**src/rtl/ten_gig_drp_arbiter_pkg.sv**
```systemverilog
// Shared definitions for the 10G PCS/PMA DRP arbiter: arbiter state encoding,
// DRP bus widths, timeout counter width and the read-data code returned on a
// user-access timeout.
package ten_gig_drp_arbiter_pkg;

    localparam int DRP_ADDR_W    = 16;
    localparam int DRP_DATA_W    = 16;
    localparam int TIMEOUT_CNT_W = 10;

    // Returned on o_usr_do when a user access is abandoned for lack of drdy.
    localparam logic [15:0] DRP_TIMEOUT_CODE = 16'hDEAD;

    typedef enum logic [1:0] {
        ST_IDLE      = 2'd0,
        ST_CORE      = 2'd1,
        ST_USR_ISSUE = 2'd2,
        ST_USR_WAIT  = 2'd3
    } arb_state_e;

endpackage

```
**src/rtl/drp_timeout_counter.sv**
```systemverilog
// Cycle counter that watches a user DRP access waiting for drdy. Cleared while
// the arbiter is not waiting, counts every waiting cycle, and flags expiry on
// the P_LIMIT-th consecutive waiting cycle.
module drp_timeout_counter
    import ten_gig_drp_arbiter_pkg::*;
#(
    parameter int P_CNT_W = TIMEOUT_CNT_W,
    parameter int P_LIMIT = 1023
) (
    input  logic i_sys_clk,
    input  logic i_rst,
    input  logic i_clear,
    input  logic i_en,
    output logic o_expire
);

    localparam logic [P_CNT_W-1:0] LAST = P_CNT_W'(P_LIMIT - 1);

    logic [P_CNT_W-1:0] cnt_q;
    logic [P_CNT_W-1:0] cnt_d;

    // Next count: restart from zero whenever not waiting, otherwise advance.
    always_comb begin
        cnt_d = cnt_q;
        if (i_clear) begin
            cnt_d = '0;
        end else if (i_en) begin
            cnt_d = cnt_q + P_CNT_W'(1);
        end
    end

    // Count register.
    always_ff @(posedge i_sys_clk or posedge i_rst) begin
        if (i_rst) begin
            cnt_q <= '0;
        end else begin
            cnt_q <= cnt_d;
        end
    end

    assign o_expire = i_en && !i_clear && (cnt_q == LAST);

endmodule

```
**src/rtl/ten_gig_drp_arbiter.sv**
```systemverilog
// Shares the GT DRP port between the PCS core DRP engine (req/gnt, core has
// priority, never pre-empted) and a single-shot user/management port whose
// access is held in a one-deep pending slot until the bus is free.
// Optional feature: define DRP_ARB_USR_TIMEOUT_EN to abandon a user access
// after P_TIMEOUT cycles without drdy (drdy+err pulse, data 16'hDEAD).
module ten_gig_drp_arbiter
    import ten_gig_drp_arbiter_pkg::*;
#(
    parameter int P_ADDR_W  = DRP_ADDR_W,
    parameter int P_DATA_W  = DRP_DATA_W,
    parameter int P_TIMEOUT = 1023
) (
    input  logic                i_sys_clk,
    input  logic                i_rst,
    input  logic                i_core_req,
    output logic                o_core_gnt,
    input  logic                i_core_den,
    input  logic                i_core_dwe,
    input  logic [P_ADDR_W-1:0] i_core_daddr,
    input  logic [P_DATA_W-1:0] i_core_di,
    output logic                o_core_drdy,
    output logic [P_DATA_W-1:0] o_core_do,
    input  logic                i_usr_den,
    input  logic                i_usr_dwe,
    input  logic [P_ADDR_W-1:0] i_usr_daddr,
    input  logic [P_DATA_W-1:0] i_usr_di,
    output logic                o_usr_busy,
    output logic                o_usr_drdy,
    output logic [P_DATA_W-1:0] o_usr_do,
    output logic                o_usr_err,
    output logic                o_gt_den,
    output logic                o_gt_dwe,
    output logic [P_ADDR_W-1:0] o_gt_daddr,
    output logic [P_DATA_W-1:0] o_gt_di,
    input  logic                i_gt_drdy,
    input  logic [P_DATA_W-1:0] i_gt_do
);

    arb_state_e          state_q;
    logic                core_gnt_q;
    logic                usr_busy_q;
    logic                usr_drdy_q;
    logic                usr_err_q;
    logic [P_DATA_W-1:0] usr_do_q;

    // Pending user access; the fields stay valid until the access completes
    // because no new strobe is accepted while busy.
    logic                pend_q;
    logic                pend_we_q;
    logic [P_ADDR_W-1:0] pend_addr_q;
    logic [P_DATA_W-1:0] pend_di_q;

    // Registered GT drive used for user accesses.
    logic                gt_den_q;
    logic                gt_dwe_q;
    logic [P_ADDR_W-1:0] gt_daddr_q;
    logic [P_DATA_W-1:0] gt_di_q;

    logic                timeout_w;

`ifdef DRP_ARB_USR_TIMEOUT_EN
    drp_timeout_counter #(
        .P_CNT_W (TIMEOUT_CNT_W),
        .P_LIMIT (P_TIMEOUT)
    ) u_timeout (
        .i_sys_clk (i_sys_clk),
        .i_rst     (i_rst),
        .i_clear   (state_q != ST_USR_WAIT),
        .i_en      (state_q == ST_USR_WAIT),
        .o_expire  (timeout_w)
    );
`else
    // Without the watchdog a user access waits for drdy indefinitely.
    logic unused_timeout_cfg;
    assign unused_timeout_cfg = (P_TIMEOUT != 0);
    assign timeout_w          = 1'b0;
`endif

    // Arbiter FSM plus user-slot bookkeeping, all outputs registered.
    always_ff @(posedge i_sys_clk or posedge i_rst) begin
        if (i_rst) begin
            state_q     <= ST_IDLE;
            core_gnt_q  <= 1'b0;
            usr_busy_q  <= 1'b0;
            usr_drdy_q  <= 1'b0;
            usr_err_q   <= 1'b0;
            usr_do_q    <= '0;
            pend_q      <= 1'b0;
            pend_we_q   <= 1'b0;
            pend_addr_q <= '0;
            pend_di_q   <= '0;
            gt_den_q    <= 1'b0;
            gt_dwe_q    <= 1'b0;
            gt_daddr_q  <= '0;
            gt_di_q     <= '0;
        end else begin
            usr_drdy_q <= 1'b0;
            usr_err_q  <= 1'b0;

            // User strobe intake: accept into the slot, or drop and flag.
            if (i_usr_den) begin
                if (usr_busy_q) begin
                    usr_err_q <= 1'b1;
                end else begin
                    pend_q      <= 1'b1;
                    pend_we_q   <= i_usr_dwe;
                    pend_addr_q <= i_usr_daddr;
                    pend_di_q   <= i_usr_di;
                    usr_busy_q  <= 1'b1;
                end
            end

            case (state_q)
                ST_IDLE: begin
                    if (i_core_req) begin
                        state_q    <= ST_CORE;
                        core_gnt_q <= 1'b1;
                    end else if (pend_q) begin
                        state_q    <= ST_USR_ISSUE;
                        pend_q     <= 1'b0;
                        gt_den_q   <= 1'b1;
                        gt_dwe_q   <= pend_we_q;
                        gt_daddr_q <= pend_addr_q;
                        gt_di_q    <= pend_di_q;
                    end
                end
                ST_CORE: begin
                    if (!i_core_req) begin
                        state_q    <= ST_IDLE;
                        core_gnt_q <= 1'b0;
                    end
                end
                ST_USR_ISSUE: begin
                    gt_den_q <= 1'b0;
                    gt_dwe_q <= 1'b0;
                    state_q  <= ST_USR_WAIT;
                end
                ST_USR_WAIT: begin
                    if (i_gt_drdy) begin
                        usr_drdy_q <= 1'b1;
                        usr_do_q   <= pend_we_q ? '0 : i_gt_do;
                        usr_busy_q <= 1'b0;
                        state_q    <= ST_IDLE;
                    end else if (timeout_w) begin
                        usr_drdy_q <= 1'b1;
                        usr_err_q  <= 1'b1;
                        usr_do_q   <= P_DATA_W'(DRP_TIMEOUT_CODE);
                        usr_busy_q <= 1'b0;
                        state_q    <= ST_IDLE;
                    end
                end
                default: state_q <= ST_IDLE;
            endcase
        end
    end

    // While the core owns the bus its pins pass straight through to the GT.
    assign o_gt_den    = core_gnt_q ? i_core_den   : gt_den_q;
    assign o_gt_dwe    = core_gnt_q ? i_core_dwe   : gt_dwe_q;
    assign o_gt_daddr  = core_gnt_q ? i_core_daddr : gt_daddr_q;
    assign o_gt_di     = core_gnt_q ? i_core_di    : gt_di_q;

    assign o_core_gnt  = core_gnt_q;
    assign o_core_drdy = i_gt_drdy & core_gnt_q;
    assign o_core_do   = i_gt_do;

    assign o_usr_busy  = usr_busy_q;
    assign o_usr_drdy  = usr_drdy_q;
    assign o_usr_do    = usr_do_q;
    assign o_usr_err   = usr_err_q;

endmodule

```
**config.mk**
```make
export PLATFORM = sky130hd
export DESIGN_NAME = ten_gig_drp_arbiter
export DESIGN_NICKNAME = d
export VERILOG_FILES = /design/src/rtl/ten_gig_drp_arbiter_pkg.sv /design/src/rtl/drp_timeout_counter.sv /design/src/rtl/ten_gig_drp_arbiter.sv
export SDC_FILE = /design/constraint.sdc
export NUM_CORES = 1
export LEC_CHECK = 0
export ABC_CLOCK_PERIOD_IN_PS = 8700
export CAP_MARGIN = 20
export CORE_MARGIN = 2
export CORE_UTILIZATION = 48
export CTS_BUF_LIST = sky130_fd_sc_hd__clkbuf_8
export CTS_CLUSTER_DIAMETER = 40
export DETAILED_ROUTE_END_ITERATION = 12
export PLACE_DENSITY = 0.87
export REMOVE_ABC_BUFFERS = 1
export SKIP_LAST_GASP = 1
export SLEW_MARGIN = 5
export SYNTH_ARGS = -nofsm -noshare
export SYNTH_HDL_FRONTEND = slang
export SYNTH_SLANG_ARGS = --single-unit
```
**constraint.sdc**
```tcl
create_clock -name i_sys_clk -period 8.7 [get_ports i_sys_clk]
set_input_delay 2.61 -clock i_sys_clk [delete_from_list [all_inputs] [get_ports i_sys_clk]]
set_output_delay 2.61 -clock i_sys_clk [all_outputs]
set_load 0.005 [all_outputs]
```
==> impl_metrics.toml, run 1 <==
[worst_setup_path]
worstSetupStartpointType = "primary input"
r2r-end = "gt_daddr_q[6]$_DFFE_PP0P_"
ff2ff_setup_slack_ps = 6670
ff2ff_path_depth = 3
crit_path_end_kind = "output port"
r2r_start = "state_q[1]$_DFFE_PP0P_"
crit_type = "in2out"
critical_path.startpoint = "i_core_dwe"
path_max_fanout = 1
critPathRequiredTime_ps = 6090
critPathArrivalTime_ps = 3750

[routing]
vias = 2745
ant_nets = 0
wire_per_inst_um = 16.0
drt-total-wl_um = 8670
dr.pass1.iters = 4
drc = 0
drt-initial-drc-count = 50
via_per_inst = 5.06

[hold_path]
hold_depth = 2
hold-path-endpoint = "o_usr_do[8]$_DFFE_PP0P_"
min-delay-start = "o_usr_do[8]$_DFFE_PP0P_"
hold_class = "reg2reg"

[floorplanning]
die_area_mm2 = 0.00901
fp-row-count = 33
ios = 159
die_h_um = 94.9
die_x_um = 94.9
initial_core_util_pct = 49.0
core_region_area_mm2 = 0.00809

[sta]
finalCritPeriodShare_pct = 73.1
period_needed_ps = 6360
setup_viol = 0
drv_slew = 0
relSlewSlack_pct = 30.0
fin_setup_tns_ps = 0
worst_pin_slew_ps = 1050
whs_ps = 484
rsz0062_at_grt = "false"
finalHoldViolCount = 0
timing.fmax_mhz = 157
clock_skew_ps = 7.22

[clock_tree]
post_cts_resized = 0
clk_latency_ps = 350
cts_buffers = 9
cts.clk_slew.worst_paths_ps = 80
holdBufCountCts = 0
root_buffer = "clkbuf_8"
clock_sinks = 90
htreeDepth = 3
cts_tree = "done"
clock_path_buffers = 2
postCtsSetupRepairBufs = 0

[flow_run]
maxCapViolCount = 0

[finish]
diodes = 0
nets = 521
synthToLayoutAreaGrowth_pct = 44.6
drive_above_1_share_pct = 27.9
fillers = 602
instances_no_fill = 543

[logic_synthesis]
netlist_area_mm2 = 0.00397
yosys_most_used_dff = "dfrtp_1"
ys_types = 22
postSynth.asyncResetShare_pct = 100
syn_avg_cell_area_um2 = 13.5
synth_edf_count = 0
yosys_register_bits = 90
ys_seq_area_share_pct = 56.8
syn_inst = 293
ys.warnings.count = 0

[place]
dp_hpwl_um = 6460
io_buffers = 158
gp_congestion = 0.745
placed_cells_incl_taps = 527

[global_routing]
grt_overflow = 0
grt_pass1_wl_um = 13900
track_usage_pct = 20.1
grt_antenna_before_repair = 0
grt_pass1_vias = 2957
grt_max_degree = 56

[power]
power_density_mw_per_mm2 = 312
p_comb_share_pct = 39.9
power_frac_clock_pct = 18.6
ir_drop_v = 0.000163
intPower_mw = 1.30
seqPwrFrac_pct = 41.6
p_sw_share_pct = 27.6
leakage_nw = 2.40
power_switching_mw = 0.494

[status]
outcome = "complete, no violations"
critical path: stages:
cell,delay [ps]
clkdlybuf4s50_1,400
mux2_2,270
clkdlybuf4s50_1,470
cells in the final DEF, fill, tap and decap left out:
cell type / count
inv_6: 1
a32o_1: 1
mux2_2: 99
nand3_1: 1
a21o_1: 1
clkdlybuf4s50_1: 158
o21ai_0: 18
clkinv_2: 3
buf_4: 3
clkinvlp_4: 1
nor3b_1: 1
nor2b_4: 1
nand2_1: 16
nor3_4: 1
inv_1: 2
and2_1: 2
nand2b_1: 16
clkbuf_8: 9
dfrtp_1: 90
a21oi_1: 2
nand2b_4: 1
o22a_1: 1
nor2_1: 7
bufinv_16: 3
cell type report:
class	count	area, um^2	share of cell area, %
repair buffers	161	1600	28.0
clock buffers	9	124	2.16
multi-input cells	168	1500	26.1
clock inverters	7	116	2.03
flip-flops and latches	90	2250	39.3
well taps	105	131	2.29
inverters	3	12.5	0.218
per-layer routing:
layer	global-route usage [%]	routed length (um)
met1	23.5	3420
met2	34.9	4400
met3	6.62	792
met4	6.52	64
met5	0	0
cell families (layout without fill, tap and decap cells):
logic type,after synthesis,after routing,synth area share (%)
simple gates,46,46,6.25
buf+inv,35,180,5.68
mux,99,99,28.1
flops,90,90,56.8
compound gates,23,23,3.19
worst max-delay path by stage:
stage                          to  cells after the start  slack (ps)
finish                   o_gt_dwe                      3        2340
global route        o_gt_daddr[3]                      3        2310
CTS                 o_gt_daddr[3]                      3        2330
detailed placement  o_gt_daddr[3]                      3        2330
global placement         o_gt_den                      3        2360
floorplan           o_gt_daddr[0]                      1        3230
registers in the layout, summed over array words and instances, names as in the netlist, 2 cells and up:
signal,cells
gt_daddr_q,16
gt_di_q,16
o_usr_do,16
pend_addr_q,16
pend_di_q,16
state_q,2
through the flow:
| step | util [%] | power (mW) | setup slack [ps] | cell area (um^2) |
|---|---|---|---|---|
| floorplan | - | 1.09 | 3230 | 3750 |
| global placement | 67.9 | 1.44 | 2360 | 5500 |
| detailed placement | 67.9 | 1.48 | 2330 | 5500 |
| CTS | 70.9 | 1.81 | 2330 | 5740 |
| global route | 70.9 | 1.91 | 2310 | 5740 |
| finish | 70.9 | 1.79 | 2340 | 5740 |
power by group through the flow:
stage	Combinational [mW]	Clock (mW)	Sequential [mW]
after global routing	0.779	0.356	0.777
final	0.714	0.333	0.745
after global placement	0.699	0	0.740
after floorplan	0.367	0	0.726
after CTS	0.726	0.340	0.749
after detailed placement	0.723	0	0.758
cell usage after synthesis (2+ instances only):
cell / count / area [um^2]
nand2_1: 16 / 60.1
dfrtp_1: 90 / 2250
and2_1: 2 / 12.5
buf_2: 8 / 40.0
buf_6: 3 / 33.8
o21ai_0: 18 / 90.1
inv_1: 3 / 11.3
nor2_1: 7 / 26.3
mux2_2: 99 / 1110
clkbuf_1: 4 / 15.0
buf_4: 16 / 120
nand2b_1: 16 / 100
a21oi_1: 2 / 10.0
(Power assumes the default switching activity.)
==> inputs of run 2 (changes only) <==
--- a/config.mk
+++ b/config.mk
@@ -5,14 +5,14 @@
 export SDC_FILE = /design/constraint.sdc
 export NUM_CORES = 1
 export LEC_CHECK = 0
-export ABC_CLOCK_PERIOD_IN_PS = 8700
+export ABC_CLOCK_PERIOD_IN_PS = 5890
 export CAP_MARGIN = 20
 export CORE_MARGIN = 2
-export CORE_UTILIZATION = 48
+export CORE_UTILIZATION = 45
 export CTS_BUF_LIST = sky130_fd_sc_hd__clkbuf_8
 export CTS_CLUSTER_DIAMETER = 40
 export DETAILED_ROUTE_END_ITERATION = 12
-export PLACE_DENSITY = 0.87
+export PLACE_DENSITY = 0.82
 export REMOVE_ABC_BUFFERS = 1
 export SKIP_LAST_GASP = 1
 export SLEW_MARGIN = 5
==> constraint.sdc (replaced) <==
create_clock -name i_sys_clk -period 5.89 [get_ports i_sys_clk]
set_input_delay 1.767 -clock i_sys_clk [delete_from_list [all_inputs] [get_ports i_sys_clk]]
set_output_delay 1.767 -clock i_sys_clk [all_outputs]
set_load 0.005 [all_outputs]
==> run 2 against run 1 <==
Effect of this change:
- clock power up 18%
- register-to-register slack got worse by 2900 ps
- sequential power increased by 45%
- sequential cell count unchanged
- critical path depth did not move
- combinational power grew 48%
- first-iteration DRC count is 28% higher
- wire length is 4.7% lower
- final cell count up 0.55%
- die area is 6.4% higher
- utilization fell by 5.0 points
- critical path type unchanged
==> impl_metrics.toml, run 2 (synthesis results as in run 1) <==
[status]
outcome = "complete, no violations"

[sta]
setup_viol = 0
setup_ws_ps = 1210
finalCritPeriodShare_pct = 79.5
fin_setup_tns_ps = 0
period_needed_ps = 4680
relSlewSlack_pct = 30.9
finalHoldViolCount = 0
drv_slew = 0
worst_pin_slew_ps = 1030
clock_skew_ps = 6.20
rsz0062_at_grt = "false"
timing.fmax_mhz = 214

[floorplanning]
core_region_area_mm2 = 0.00864
die_area_mm2 = 0.00958
die_x_um = 97.9
fp-row-count = 34
die_h_um = 97.9
initial_core_util_pct = 45.9
ios = 159

[global_routing]
track_usage_pct = 18.3
grt_antenna_before_repair = 0
grt_overflow = 0
grt_pass1_wl_um = 14100
grt_max_degree = 47
grt_pass1_vias = 3003

[worst_setup_path]
crit_top_cell = "clkdlybuf4s50_1"
ff2ff_setup_slack_ps = 3790
cp.depth = 3
critPathArrivalTime_ps = 2920
path_delay_family = "buffers and inverters"
worstSetupStartpointType = "primary input"
r2r_start = "state_q[0]$_DFFE_PP0P_"
path_cells = "clkdlybuf4s50_1 > mux2_2 > clkdlybuf4s50_1"
crit_slowest_cell = "clkdlybuf4s50_1"
path_max_fanout = 1
critPathRequiredTime_ps = 4120
ff2ff_path_depth = 3
crit_path_end_kind = "output port"
critical_path.startpoint = "i_core_di[8]"
r2r-end = "gt_daddr_q[6]$_DFFE_PP0P_"
critical_path.max_stage_delay_ps = 450
cp-endpoint = "o_gt_di[8]"
crit_type = "in2out"
crit_buf_inv = 2

[routing]
drc = 0
dr.pass1.iters = 4
ant_nets = 0
wire_per_inst_um = 15.1
drt-initial-drc-count = 64
via_per_inst = 4.94
vias = 2696
drt-total-wl_um = 8260

[power]
ir_drop_v = 0.000205
power_density_mw_per_mm2 = 446
leakage_nw = 2.38

[place]
gp_congestion = 0.740
io_buffers = 158
dp_slack_ps = 1220
dp_hpwl_um = 6010

[clock_tree]
post_cts_resized = 0
cts.clk_slew.worst_paths_ps = 80
htreeDepth = 3
holdBufCountCts = 0
clk_latency_ps = 350
cts_tree = "done"
clock_path_buffers = 2
cts_buffers = 9
root_buffer = "clkbuf_8"
clock_sinks = 90
postCtsSetupRepairBufs = 0

[finish]
diodes = 0
layout_commonest_cell = "clkdlybuf4s50_1"
utilization_pct = 65.9
drive_above_1_share_pct = 27.4
fillers = 671
synthToLayoutAreaGrowth_pct = 43.4
nets = 521
mostFrequentLayoutCells = "158 x clkdlybuf4s50_1, 99 x mux2_2, 90 x dfrtp_1"

[hold_path]
min-delay-start = "o_usr_do[14]$_DFFE_PP0P_"
hold_class = "reg2reg"
hold_depth = 2

[flow_run]
maxCapViolCount = 0
run 2: how the worst min path moves through the flow:
stage	endpoint	slack [ps]
6_report	o_usr_do[14]$_DFFE_PP0P_	490
5_1_grt	o_usr_do[5]$_DFFE_PP0P_	510
4_1_cts	o_usr_do[14]$_DFFE_PP0P_	490
3_5_place_dp	o_usr_do[14]$_DFFE_PP0P_	470
3_3_place_gp	o_usr_do[12]$_DFFE_PP0P_	460
2_1_floorplan	gt_den_q$_DFFE_PP0P_	460
run 2: through the flow:
| stage | total power, mW | hold WS, ps | instance area, um^2 | cells |
|---|---|---|---|---|
| after global placement | 2.13 | 460 | 5500 | 530 |
| after global routing | 2.73 | 513 | 5690 | 546 |
| after floorplan | 1.61 | 456 | 3750 | 261 |
| after CTS | 2.58 | 493 | 5690 | 546 |
| after detailed placement | 2.18 | 474 | 5500 | 530 |
| final | 2.54 | 490 | 5690 | 546 |
run 2: tightest hold or removal path, delay by kind of cell, from the launching register on:
| family | cells | cell delay [ps] |
|---|---|---|
| compound gates | 1 | 60 |
| flops | 1 | 350 |
| simple gates | 1 | 50 |
run 2: report_power, final:
group	switching (mW)	internal, mW
combinational	0.336	0.726
clock	0.202	0.192
sequential	0.172	0.909
run 2: metal layers:
metal | vias up | global-route usage, % | routed length (um)
li1 | 1270 | - | -
met1 | 1293 | 22.4 | 3460
met2 | 122 | 30.8 | 4070
met3 | 11 | 5.51 | 646
met4 | 0 | 6.73 | 88
met5 | - | 0 | 0
run 2: layout make-up:
type                    count  area (um^2)  area share [%]
flip-flops and latches     90         2250            39.6
repair buffers            161         1600            28.2
multi-input cells         168         1500            26.3
well taps                 108          135            2.38
clock buffers               9          124            2.18
clock inverters             7         62.6            1.10
inverters                   3         12.5           0.220
==> inputs of run 3 (changes only) <==
--- a/config.mk
+++ b/config.mk
@@ -5,14 +5,14 @@
 export SDC_FILE = /design/constraint.sdc
 export NUM_CORES = 1
 export LEC_CHECK = 0
-export ABC_CLOCK_PERIOD_IN_PS = 5890
+export ABC_CLOCK_PERIOD_IN_PS = 3890
 export CAP_MARGIN = 20
 export CORE_MARGIN = 2
-export CORE_UTILIZATION = 45
+export CORE_UTILIZATION = 40
 export CTS_BUF_LIST = sky130_fd_sc_hd__clkbuf_8
 export CTS_CLUSTER_DIAMETER = 40
 export DETAILED_ROUTE_END_ITERATION = 12
-export PLACE_DENSITY = 0.82
+export PLACE_DENSITY = 0.77
 export REMOVE_ABC_BUFFERS = 1
 export SKIP_LAST_GASP = 1
 export SLEW_MARGIN = 5
==> constraint.sdc (replaced) <==
create_clock -name i_sys_clk -period 3.89 [get_ports i_sys_clk]
set_input_delay 1.167 -clock i_sys_clk [delete_from_list [all_inputs] [get_ports i_sys_clk]]
set_output_delay 1.167 -clock i_sys_clk [all_outputs]
set_load 0.005 [all_outputs]
==> run 3 against run 2 <==
Effect of this change:
- utilization fell by 6.1 points
- non-clock buffer count rose by 3
- clock-buffer cell count rose by 2
- critical path type unchanged
==> impl_metrics.toml, run 3 (synthesis results as in run 1) <==
[sta]
finalCritPeriodShare_pct = 89.4
fin_setup_tns_ps = 0
worst_pin_slew_ps = 726
setup_viol = 0
drv_slew = 0
clock_skew_ps = 12.1
finalHoldViolCount = 0
timing.fmax_mhz = 288
rsz0062_at_grt = "false"
period_needed_ps = 3480
relSlewSlack_pct = 51.6

[floorplanning]
initial_core_util_pct = 41.0
ios = 159
die_x_um = 104
core_region_area_mm2 = 0.00968
fp-row-count = 36
die_area_mm2 = 0.0107
die_h_um = 104

[flow_run]
maxCapViolCount = 0

[clock_tree]
cts.clk_slew.worst_paths_ps = 80
postCtsSetupRepairBufs = 0
cts_tree = "done"
clock_sinks = 90
root_buffer = "clkbuf_8"
post_cts_resized = 0
clk_latency_ps = 350
clock_path_buffers = 2
cts_buffers = 9
htreeDepth = 3
holdBufCountCts = 0

[finish]
diodes = 0
drive_above_1_share_pct = 28.6
fillers = 821
nets = 524
layout_commonest_cell = "clkdlybuf4s50_1"
instances_no_fill = 574
synthToLayoutAreaGrowth_pct = 45.8
mostFrequentLayoutCells = "158 x clkdlybuf4s50_1, 99 x mux2_2, 89 x dfrtp_1"
design_area_mm2 = 0.00578

[hold_path]
hold_class = "reg2reg"

[power]
leakage_nw = 2.40
power_density_mw_per_mm2 = 670
ir_drop_v = 0.000309

[place]
gp_congestion = 0.719
placed_cell_area_mm2 = 0.00559
io_buffers = 158
dp_hpwl_um = 6130
placed_cells_incl_taps = 558

[global_routing]
grt_overflow = 0
grt_pass1_vias = 3003
grt_max_degree = 50
track_usage_pct = 16.8
grt_pass1_wl_um = 14600
grt_antenna_before_repair = 0

[worst_setup_path]
path_max_fanout = 1
crit_buf_inv = 2
worstSetupStartpointType = "primary input"
crit_type = "in2out"
critical_path.max_stage_delay_ps = 450
critPathRequiredTime_ps = 2720
crit_slowest_cell = "clkdlybuf4s50_1"
ff2ff_setup_slack_ps = 2220
crit_top_cell = "clkdlybuf4s50_1"
crit_path_end_kind = "output port"
path_cells = "clkdlybuf4s50_1 > mux2_2 > clkdlybuf4s50_1"
critPathArrivalTime_ps = 2310
path_delay_family = "buffers and inverters"

[routing]
via_per_inst = 4.73
drt-initial-drc-count = 27
drc = 0
wire_per_inst_um = 14.9
ant_nets = 0
dr.pass1.iters = 4
drt-total-wl_um = 8560
vias = 2714

[status]
outcome = "complete, no violations"
-- run 3: worst register-to-register path: cells and delay by family (launching register included) --
family	cells	cell delay [ps]
buf+inv	1	240
flops	1	440
mux	1	350
simple gates	1	530
-- run 3: metrics by stage --
stage               setup slack, ps  power, mW  utilization, %  hold WS, ps
detailed placement              403       3.33            57.8          470
CTS                             391       3.94            59.7          488
floorplan                       388       2.44               -          456
global route                    387       4.15            59.7          511
finish                          413       3.87            59.7          485
global placement                401       3.26            57.8          461
-- run 3: layout make-up --
class,count,area [um^2],area share [%]
Clock buffer,11,151,2.62
Clock inverter,5,37.5,0.649
Inverter,3,12.5,0.216
Multi-Input combinational cell,168,1500,25.9
Sequential cell,90,2250,39.0
Tap cell,133,166,2.88
Timing Repair Buffer,164,1660,28.8
-- run 3: report_power, final --
group / switching [mW] / internal, mW
registers: 0.294 / 1.38
logic: 0.483 / 1.13
clock network: 0.324 / 0.269
total: 1.10 / 2.77
-- run 3: per-layer routing --
metal	GRT usage [%]	vias up	share of wire [%]
li1	-	1276	-
met1	20.5	1338	43
met2	28.8	96	49
met3	5.79	4	7.0
met4	4.05	0	0.49
met5	0	-	0
-- run 3: final timing paths --
kind | startpoint | to | cells after the start
setup / recovery | i_core_daddr[11] | o_gt_daddr[11] | 3
hold / removal | o_usr_do[14]$_DFFE_PP0P_ | o_usr_do[14]$_DFFE_PP0P_ | 2
setup reg to reg | o_usr_busy$_DFF_PP0_ | pend_di_q[13]$_DFFE_PP0P_ | 3
hold reg to reg | o_usr_do[14]$_DFFE_PP0P_ | o_usr_do[14]$_DFFE_PP0P_ | 2
max in group asynchronous | i_rst | gt_di_q[4]$_DFFE_PP0P_ | 3
min in group asynchronous | i_rst | gt_daddr_q[3]$_DFFE_PP0P_ | 2
